### config.mk
export PLATFORM = sky130hd
export DESIGN_NAME = guineveer_uart_rx_monitor
export DESIGN_NICKNAME = d
export VERILOG_FILES = /design/src/rtl/guineveer_uart_mon_pkg.sv /design/src/rtl/guineveer_uart_mon_fifo.sv /design/src/rtl/guineveer_uart_rx_monitor.sv
export SDC_FILE = /design/constraint.sdc
export NUM_CORES = 1
export LEC_CHECK = 0
export ABC_AREA = 1
export BUFFER_PORTS_ARGS = -buffer_cell sky130_fd_sc_hd__buf_2
export CAP_MARGIN = 20
export CELL_PAD_IN_SITES_DETAIL_PLACEMENT = 1
export CELL_PAD_IN_SITES_GLOBAL_PLACEMENT = 1
export CORE_ASPECT_RATIO = 0.9
export CORE_MARGIN = 4
export CORE_UTILIZATION = 43
export DETAILED_ROUTE_END_ITERATION = 7
export GPL_TIMING_DRIVEN = 0
export PLACE_DENSITY_LB_ADDON = 0.1
export SYNTH_ARGS = -nofsm -noshare
export SYNTH_HDL_FRONTEND = slang
export SYNTH_SLANG_ARGS = --single-unit
### constraint.sdc
create_clock -name clk_i -period 2.3 [get_ports clk_i]
set_input_delay 0.575 -clock clk_i [delete_from_list [all_inputs] [get_ports clk_i]]
set_output_delay 0.575 -clock clk_i [all_outputs]
set_load 0.1 [all_outputs]
### src/rtl/guineveer_uart_mon_pkg.sv
// Shared types and constants for the UART receive monitor.
// Holds the receiver FSM state encoding and the frame data width.
package guineveer_uart_mon_pkg;

  localparam int UART_DATA_BITS = 8;

  typedef enum logic [2:0] {
    IDLE,
    START,
    DATA,
    STOP,
    WAIT_IDLE
  } uart_rx_state_e;

endpackage

### src/rtl/guineveer_uart_mon_fifo.sv
// Byte FIFO for received UART data; head byte is read straight from the memory flops.
// Push into a full FIFO is accepted only when a pop happens in the same cycle; otherwise it is ignored.
module guineveer_uart_mon_fifo
  import guineveer_uart_mon_pkg::*;
#(
  parameter int DEPTH = 16
) (
  input  logic                          clk_i,
  input  logic                          rst_ni,
  input  logic                          push_i,
  input  logic [UART_DATA_BITS-1:0]     data_i,
  input  logic                          pop_i,
  output logic [UART_DATA_BITS-1:0]     data_o,
  output logic                          full_o,
  output logic                          empty_o,
  output logic [$clog2(DEPTH+1)-1:0]    count_o
);

  localparam int PTR_W = $clog2(DEPTH);
  localparam int CNT_W = $clog2(DEPTH + 1);

  logic [UART_DATA_BITS-1:0] mem [DEPTH];
  logic [PTR_W-1:0]          wr_ptr;
  logic [PTR_W-1:0]          rd_ptr;
  logic [CNT_W-1:0]          count;
  logic                      do_push;
  logic                      do_pop;

  assign full_o  = (count == CNT_W'(DEPTH));
  assign empty_o = (count == '0);
  assign count_o = count;
  assign data_o  = mem[rd_ptr];

  // When full, a simultaneous pop frees the very slot the push writes into.
  assign do_pop  = pop_i && !empty_o;
  assign do_push = push_i && (!full_o || do_pop);

  always_ff @(posedge clk_i or negedge rst_ni) begin
    if (!rst_ni) begin
      wr_ptr <= '0;
      rd_ptr <= '0;
      count  <= '0;
      for (int i = 0; i < DEPTH; i++) begin
        mem[i] <= '0;
      end
    end else begin
      if (do_push) begin
        mem[wr_ptr] <= data_i;
        wr_ptr      <= wr_ptr + 1'b1;
      end
      if (do_pop) begin
        rd_ptr <= rd_ptr + 1'b1;
      end
      case ({do_push, do_pop})
        2'b10:   count <= count + 1'b1;
        2'b01:   count <= count - 1'b1;
        default: count <= count;
      endcase
    end
  end

endmodule

### src/rtl/guineveer_uart_rx_monitor.sv
// 8N1 UART receiver that samples at bit centres and queues bytes behind a valid/ready port.
// Bytes appear one cycle after the stop sample; a full FIFO with no pop drops the byte and flags overflow.
module guineveer_uart_rx_monitor
  import guineveer_uart_mon_pkg::*;
#(
  parameter int CLKS_PER_BIT = 289,
  parameter int FIFO_DEPTH   = 16
) (
  input  logic                              clk_i,
  input  logic                              rst_ni,
  input  logic                              rx_i,
  output logic [7:0]                        data_o,
  output logic                              valid_o,
  input  logic                              ready_i,
  output logic [$clog2(FIFO_DEPTH+1)-1:0]   count_o,
  output logic                              frame_err_o,
  output logic                              overflow_o
);

  localparam int CNT_W = $clog2(CLKS_PER_BIT);
  localparam int IDX_W = $clog2(UART_DATA_BITS);
  localparam logic [CNT_W-1:0] HALF_LOAD = CNT_W'(CLKS_PER_BIT / 2 - 1);
  localparam logic [CNT_W-1:0] FULL_LOAD = CNT_W'(CLKS_PER_BIT - 1);
  localparam logic [IDX_W-1:0] LAST_IDX  = IDX_W'(UART_DATA_BITS - 1);

  logic                      rx_meta;
  logic                      rx_s;
  logic                      rx_prev;
  uart_rx_state_e            state;
  logic [CNT_W-1:0]          cnt;
  logic [IDX_W-1:0]          bit_idx;
  logic [UART_DATA_BITS-1:0] shreg;
  logic                      cnt_done;
  logic                      push;
  logic                      pop;
  logic                      fifo_full;
  logic                      fifo_empty;

  always_ff @(posedge clk_i or negedge rst_ni) begin
    if (!rst_ni) begin
      rx_meta <= 1'b1;
      rx_s    <= 1'b1;
      rx_prev <= 1'b1;
    end else begin
      rx_meta <= rx_i;
      rx_s    <= rx_meta;
      rx_prev <= rx_s;
    end
  end

  assign cnt_done = (cnt == '0);
  assign push     = (state == STOP) && cnt_done && rx_s;
  assign pop      = valid_o && ready_i;
  assign valid_o  = !fifo_empty;

  always_ff @(posedge clk_i or negedge rst_ni) begin
    if (!rst_ni) begin
      state       <= IDLE;
      cnt         <= '0;
      bit_idx     <= '0;
      shreg       <= '0;
      frame_err_o <= 1'b0;
    end else begin
      frame_err_o <= 1'b0;
      case (state)
        IDLE: begin
          if (rx_prev && !rx_s) begin
            cnt   <= HALF_LOAD;
            state <= START;
          end
        end
        START: begin
          if (!cnt_done) begin
            cnt <= cnt - 1'b1;
          end else if (!rx_s) begin
            bit_idx <= '0;
            cnt     <= FULL_LOAD;
            state   <= DATA;
          end else begin
            state <= IDLE;
          end
        end
        DATA: begin
          if (!cnt_done) begin
            cnt <= cnt - 1'b1;
          end else begin
            shreg <= {rx_s, shreg[UART_DATA_BITS-1:1]};
            cnt   <= FULL_LOAD;
            if (bit_idx == LAST_IDX) begin
              state <= STOP;
            end else begin
              bit_idx <= bit_idx + 1'b1;
            end
          end
        end
        STOP: begin
          if (!cnt_done) begin
            cnt <= cnt - 1'b1;
          end else if (rx_s) begin
            state <= IDLE;
          end else begin
            frame_err_o <= 1'b1;
            state       <= WAIT_IDLE;
          end
        end
        WAIT_IDLE: begin
          // A held-low break stays here so it reports one framing error, not many.
          if (rx_s) begin
            state <= IDLE;
          end
        end
        default: state <= IDLE;
      endcase
    end
  end

  always_ff @(posedge clk_i or negedge rst_ni) begin
    if (!rst_ni) begin
      overflow_o <= 1'b0;
    end else begin
      overflow_o <= push && fifo_full && !pop;
    end
  end

  guineveer_uart_mon_fifo #(
    .DEPTH (FIFO_DEPTH)
  ) u_fifo (
    .clk_i   (clk_i),
    .rst_ni  (rst_ni),
    .push_i  (push),
    .data_i  (shreg),
    .pop_i   (pop),
    .data_o  (data_o),
    .full_o  (fifo_full),
    .empty_o (fifo_empty),
    .count_o (count_o)
  );

endmodule
==> results.cfg, run 1 <==
[status]
status = finished with violations
violations = setup timing

[worst_setup_path]
reg2reg_depth = 18
arrival_ns = 2.16
cp.required_ns = 1.73
reg2reg_slack_ns = -0.02
crit_start = u_fifo.rd_ptr[0]$_DFFE_PN0P_
end_kind = primary output
slowest_stage = dfrtp_2
reg2reg_from = cnt[0]$_DFFE_PN0P_
max_stage_delay_ns = 0.50
path_cells = clkinv_4, clkbuf_16, nor2_1, o211ai_1, nand3_1, nand2_2, buf_12
cp.buffers_inverters = 3
crit_cells = 7
crit_type = reg -> out
cp_top_family = flip-flops
worstReg2RegEnd = u_fifo.count_o[4]$_DFFE_PN0P_
start_kind = register
crit_fanout = 7

[cts]
postCtsHoldBufs = 0
clockBufferDepth = 2
cts_num_sinks = 169
path_clk_slew_ns = 0.08
cts-root-buf = clkbuf_16
ctsHtreeMaxLevel = 4
tritoncts = done
cts_buffers = 17
clk_latency_ns = 0.44

[timing]
skew_ns = 0.0163
hold_violations = 0
post-route-period-util_pct = 119
finalSetupViolations = 9
worst_pin_slew_ns = 1.03
fin_tns_setup_ns = -3.26
max_freq_mhz = 366
final_max_slew_viol_count = 0
rsz0062_at_grt = true
slew_headroom_pct = 31.3
worst_slack_ns = -0.432
finalCriticalPeriod_ns = 2.73
hold-worst-slack_ns = 0.0631

[logic_synthesis]
ys_types = 27
synthesis.nets = 1159
syn-instance-count = 1142
synth_top_family_by_area = simple AND/OR/NAND/NOR gates
avgSynthCellArea_um2 = 7.70
netlist_area_um2 = 8800
ys_seq_area_share_pct = 48.1
synth_mux_area_share_pct = 0
yosys.area_share.adder_pct = 1.85
synth-xor-area-share_pct = 1.19
synth-compound-area-share_pct = 8.05
synthSimpleGateAreaFrac_pct = 35.1
ys_warn_count = 0
ys_seq_elements = 169

[layout]
drive_gt1_share_pct = 17.5
n_fill_cell = 2449
area_delta_synth_final_pct = 21.3
final_cell_mix = nand2_1 (356), nand3_1 (174), dfrtp_1 (157)
nets = 1223
antenna_cells = 0
final_common_cell = nand2_1

[placed_design]
port_buffers = 19
hpwl_mm = 21.7
gp_congestion = 0.915

[floorplan]
die_height_um = 144
die_w_um = 159
initial_core_util_pct = 43.9
core.rowCount = 49
die-area_um2 = 22800
core_area_um2 = 20000
io_pins = 20

[worst_hold_path]
hold_class = in -> async

[route]
via_count = 8459
dr.first_iter.drc_count = 644
ant_nets = 0
via_per_inst = 5.74
avgRoutedWirePerCell_um = 22.2
drc = 0
first_pass_iters = 5
routed_wl_mm = 32.8

[power]
power.density_nw_per_um2 = 1270
p_leak_uw = 0.00541
irDropWorstVdd_mv = 0.567

[job]
maxCapViolCount = 0

[grt]
grt_pass1_vias = 8708
grt_antenna_before_repair = 0
grt_pass1_wl_mm = 51.1
grt_usage_pct = 29.2
grt_start_max_net_pins = 108
grt-ovfl-total = 0
==> cell families (layout without fill, tap and decap cells) <==
logic type | after synthesis | in the layout
AOI/OAI and AO/OA | 125 | 125
xor gates and xnor gates | 12 | 12
adders and majority gates | 13 | 13
buffers and inverters | 114 | 191
DFF | 169 | 169
and+or+nand+nor | 709 | 709
==> how the worst max path moves through the flow <==
stage	end	slack (ns)
floorplan	u_fifo.count_o[4]$_DFFE_PN0P_	-0.15
global placement	u_fifo.count_o[1]$_DFFE_PN0P_	-2.78
detailed placement	data_o[0]	-0.89
CTS	data_o[1]	-0.39
global route	data_o[0]	-0.48
finish	data_o[0]	-0.43
==> worst register-to-register path: stages, from the launching register on <==
cell	delay, ns
dfrtp_1	0.39
inv_2	0.09
ha_4	0.15
nand2_4	0.06
nor2_4	0.12
and2_4	0.15
nand4_1	0.10
buf_6	0.16
ha_4	0.19
xor2_2	0.15
ha_2	0.19
inv_2	0.06
nand2_4	0.06
nand3_4	0.10
nand2_2	0.05
nand2_1	0.06
nand2_1	0.05
nand2_1	0.05
nand2_1	0.05
==> stage by stage <==
stage	util (%)	instances	area [um^2]	worst slack [ns]	power (uW)
floorplan	-	1142	8910	-0.153	7520
global placement	46.5	1416	9320	-2.78	9010
detailed placement	46.7	1417	9360	-0.889	9090
CTS	52.1	1463	10400	-0.387	13200
global route	53.2	1474	10700	-0.485	14300
finish	53.2	1474	10700	-0.432	13600
==> registers in the layout (all words and copies together) (netlist names), 3 cells and up <==
name / cells
u_fifo.mem: 128
cnt: 9
shreg: 8
u_fifo.count_o: 5
u_fifo.rd_ptr: 4
u_fifo.wr_ptr: 4
bit_idx: 3
state: 3
==> layout make-up <==
type	instances	area, um^2	share of cell area, %
clock buffer	20	457	4.28
multi-input combinational	859	4340	40.7
tap	255	319	2.99
buffer	56	472	4.42
sequential	169	4260	39.9
clock inverter	12	114	1.07
inverter	53	208	1.95
timing repair buffer	50	502	4.70
==> cell usage after synthesis <==
cell type | n | area [um^2]
o211ai_1 | 32 | 240
inv_1 | 50 | 188
nand2_1 | 370 | 1390
buf_2 | 10 | 50.1
nor2_2 | 2 | 12.5
o21ai_0 | 81 | 405
dfrtp_1 | 166 | 4150
dfstp_2 | 3 | 78.8
and2_1 | 1 | 6.26
xnor2_1 | 1 | 8.76
o21bai_1 | 1 | 7.51
nor3_1 | 1 | 5.00
nor2_1 | 134 | 503
clkbuf_1 | 31 | 116
nand3_2 | 1 | 10.0
buf_1 | 11 | 41.3
nor2_4 | 4 | 45.0
nand3_4 | 10 | 175
buf_4 | 1 | 7.51
buf_6 | 8 | 90.1
clkinv_1 | 3 | 11.3
xor2_1 | 11 | 96.3
ha_1 | 13 | 163
nand4_1 | 6 | 37.5
a21oi_1 | 11 | 55.1
nand3_1 | 179 | 896
nand2_2 | 1 | 6.26
==> metal layers <==
metal / wire, um / part of all wire (%) / up-vias / GRT usage (%)
met5: 0 / 0 / - / 0
met3: 2090 / 6.4 / 54 / 5.05
met4: 873 / 2.7 / 0 / 9.00
met1: 14700 / 45 / 4280 / 41.1
met2: 15100 / 46 / 264 / 46.8
li1: - / - / 3861 / -
==> power breakdown <==
part	switching (uW)	internal (uW)	leakage [uW]	total (uW)
Clock	1330	1560	0.000270	2900
Sequential	314	3200	0.00230	3510
Combinational	4860	2330	0.00284	7190
==> what timing repair did <==
| action | in CTS | in global routing |
|---|---|---|
| setup endpoints to repair | 15 | 50 |
| pin swaps | 24 | 26 |
| resized for setup | 137 | 37 |
| cloned | 1 | 0 |
| buffers inserted | 17 | 12 |
Power figures use the tool's default switching activity.
==> inputs of run 2 (changes only) <==
- ABC_AREA: 1 -> not set
- CORE_MARGIN: 4 -> not set
- CORE_UTILIZATION: 43 -> 46
- SLEW_MARGIN: not set -> 20
==> run 2 against run 1 <==
The run still ends with setup timing left. Sequential power is 2% lower. Clock skew is 0.0030 ns lower. Design area is 2.8% lower. Highest routed layer unchanged. Synthesized cell count is 49% lower. Cell count is 38% lower. Synthesized area is 6.9% lower. Die area is 20% lower.
==> results.cfg, run 2 <==
[layout]
area_delta_synth_final_pct = 26.6
antenna_cells = 0
reg_top3 = u_fifo.mem x128, cnt x9, shreg x8
largest_register = u_fifo.mem
largest_reg_flops = 128
n_fill_cell = 1613
final_common_cell = dfrtp_1
drive_gt1_share_pct = 52.3
final_cell_mix = dfrtp_1 (159), mux2_2 (131), mux4_2 (32)
utilization_pct = 60.6
nets = 681

[cts]
cts_num_sinks = 169
cts_buffers = 17
postCtsHoldBufs = 0
clk_latency_ns = 0.45
cts-root-buf = clkbuf_16
tritoncts = done
clockBufferDepth = 2
ctsHtreeMaxLevel = 4
path_clk_slew_ns = 0.07

[floorplan]
die_height_um = 129
die_w_um = 143
die-area_um2 = 18300
io_pins = 20
core.rowCount = 45
initial_core_util_pct = 47.8
core_area_um2 = 17100

[timing]
final_max_slew_viol_count = 0
slew_headroom_pct = 45.8
hold-worst-slack_ns = 0.0930
worst_pin_slew_ns = 0.793
post-route-period-util_pct = 123
skew_ns = 0.0133
fin_tns_setup_ns = -5.88
rsz0062_at_grt = true
worst_slack_ns = -0.530
finalCriticalPeriod_ns = 2.83
finalSetupViolations = 17
hold_violations = 0
max_freq_mhz = 353

[placed_design]
hpwl_mm = 13.4
port_buffers = 19
gp_congestion = 0.827
post-place-ws_ns = -0.843

[logic_synthesis]
synth-xor-area-share_pct = 1.18
ys_seq_area_share_pct = 51.7
synthesis.nets = 598
syn-instance-count = 581
avgSynthCellArea_um2 = 14.1
synth_top_area_cell = dfrtp_1
synth_common_cells = dfrtp_1 (166), mux2_2 (134), mux4_2 (32), nand2_1 (32)
synthSimpleGateAreaFrac_pct = 8.91
async_flop_share_pct = 100
ys_seq_elements = 169
synth-compound-area-share_pct = 5.93
ys_types = 55
synthFlopType = dfrtp_1
synth_mux_area_share_pct = 28.2
synth_most_common_cell = dfrtp_1
netlist_area_um2 = 8190
synth_top_family_by_area = multiplexers
synth_top_area_share_pct = 50.7
synthTopCellsByArea = dfrtp_1 (51%), mux2_2 (18%), mux4_2 (8.8%), nor3_4 (3.4%), ha_1 (2.0%)
synth-edff-count = 0
ys_warn_count = 0
yosys.area_share.adder_pct = 1.99

[worst_setup_path]
crit_fanout = 8
start_kind = register
arrival_ns = 2.25
end_kind = primary output
cp.buffers_inverters = 3
max_stage_delay_ns = 0.52
slowest_stage = mux4_2
cpMostUsedCell = buf_12
path_cells = buf_12, buf_12, mux4_2, a22oi_2, nand2_4, buf_12
cp.required_ns = 1.73
crit_type = reg -> out
cp_top_family = multiplexers

[route]
avgRoutedWirePerCell_um = 23.9
drc = 0
via_per_inst = 5.85
routed_wl_mm = 21.8
ant_nets = 0
dr.first_iter.drc_count = 303
first_pass_iters = 4
via_count = 5331

[grt]
grt-ovfl-total = 0
grt_pass1_vias = 5900
grt_antenna_before_repair = 0
grt_pass1_wl_mm = 34.7
use_met3_pct = 4.80
met1_usage_pct = 35.8
grt_start_max_net_pins = 102
met2_usage_pct = 41.6
grt_usage_pct = 25.8
grt.busiest_layer = met2

[status]
status = finished with violations
violations = setup timing

[worst_hold_path]
hold_class = in -> async

[job]
maxCapViolCount = 0

[power]
p_leak_uw = 0.00463
power.density_nw_per_um2 = 916
irDropWorstVdd_mv = 0.832
==> run 2: stage by stage <==
step / area, um^2 / total power [uW] / cells
6_report: 10400 / 9490 / 912
5_1_grt: 10400 / 9860 / 912
4_1_cts: 10100 / 9260 / 901
3_5_place_dp: 8750 / 5670 / 836
3_3_place_gp: 8710 / 5570 / 835
2_1_floorplan: 8320 / 5030 / 581
==> run 2: repair_timing <==
action	4_1_cts	5_1_grt
resized for setup	90	19
cloned	1	3
buffers inserted	35	10
pin swaps	32	24
setup endpoints to repair	155	131
==> run 2: worst paths after layout <==
check                           cells after the start  slack, ns                       endpoint                     startpoint
max in group asynchronous                           2       1.30  u_fifo.count_o[1]$_DFFE_PN0P_                         rst_ni
worst max register to register                     13      -0.51  u_fifo.count_o[4]$_DFFE_PN0P_  u_fifo.count_o[0]$_DFFE_PN0P_
worst min-delay path                                1       0.09     u_fifo.mem[86]$_DFFE_PN0P_                         rst_ni
worst max-delay path                                6      -0.53                      data_o[5]   u_fifo.rd_ptr[0]$_DFFE_PN0P_
min in group clk_i                                  1       0.23              rx_meta$_DFF_PN1_                           rx_i
worst min register to register                      0       0.36                 rx_s$_DFF_PN1_              rx_meta$_DFF_PN1_
==> run 2: layer usage <==
layer	share of wire, %	wire length, um
met5	0	0
met4	1.5	326
met3	4.4	955
met2	50	11000
met1	44	9540
==> run 2: cell families after synthesis <==
group           Yosys count
compound gates           69
xor+xnor                 11
fa+ha+maj                13
buf+inv                  40
flops                   169
mux                     173
simple gates            106
==> run 2: cell type report <==
type	instances	area, um^2	area share (%)
flip-flops and latches	169	4250	41.0
multi-input cells	372	4070	39.3
repair buffers	68	857	8.26
clock buffers	18	439	4.24
well taps	235	294	2.84
plain buffers	26	216	2.09
clock inverters	14	206	1.99
inverters	10	37.5	0.362
==> run 2: where the power goes <==
part	internal, uW	switching [uW]
clock network	1870	1310
logic	1200	1670
registers	3170	275
total	6250	3250
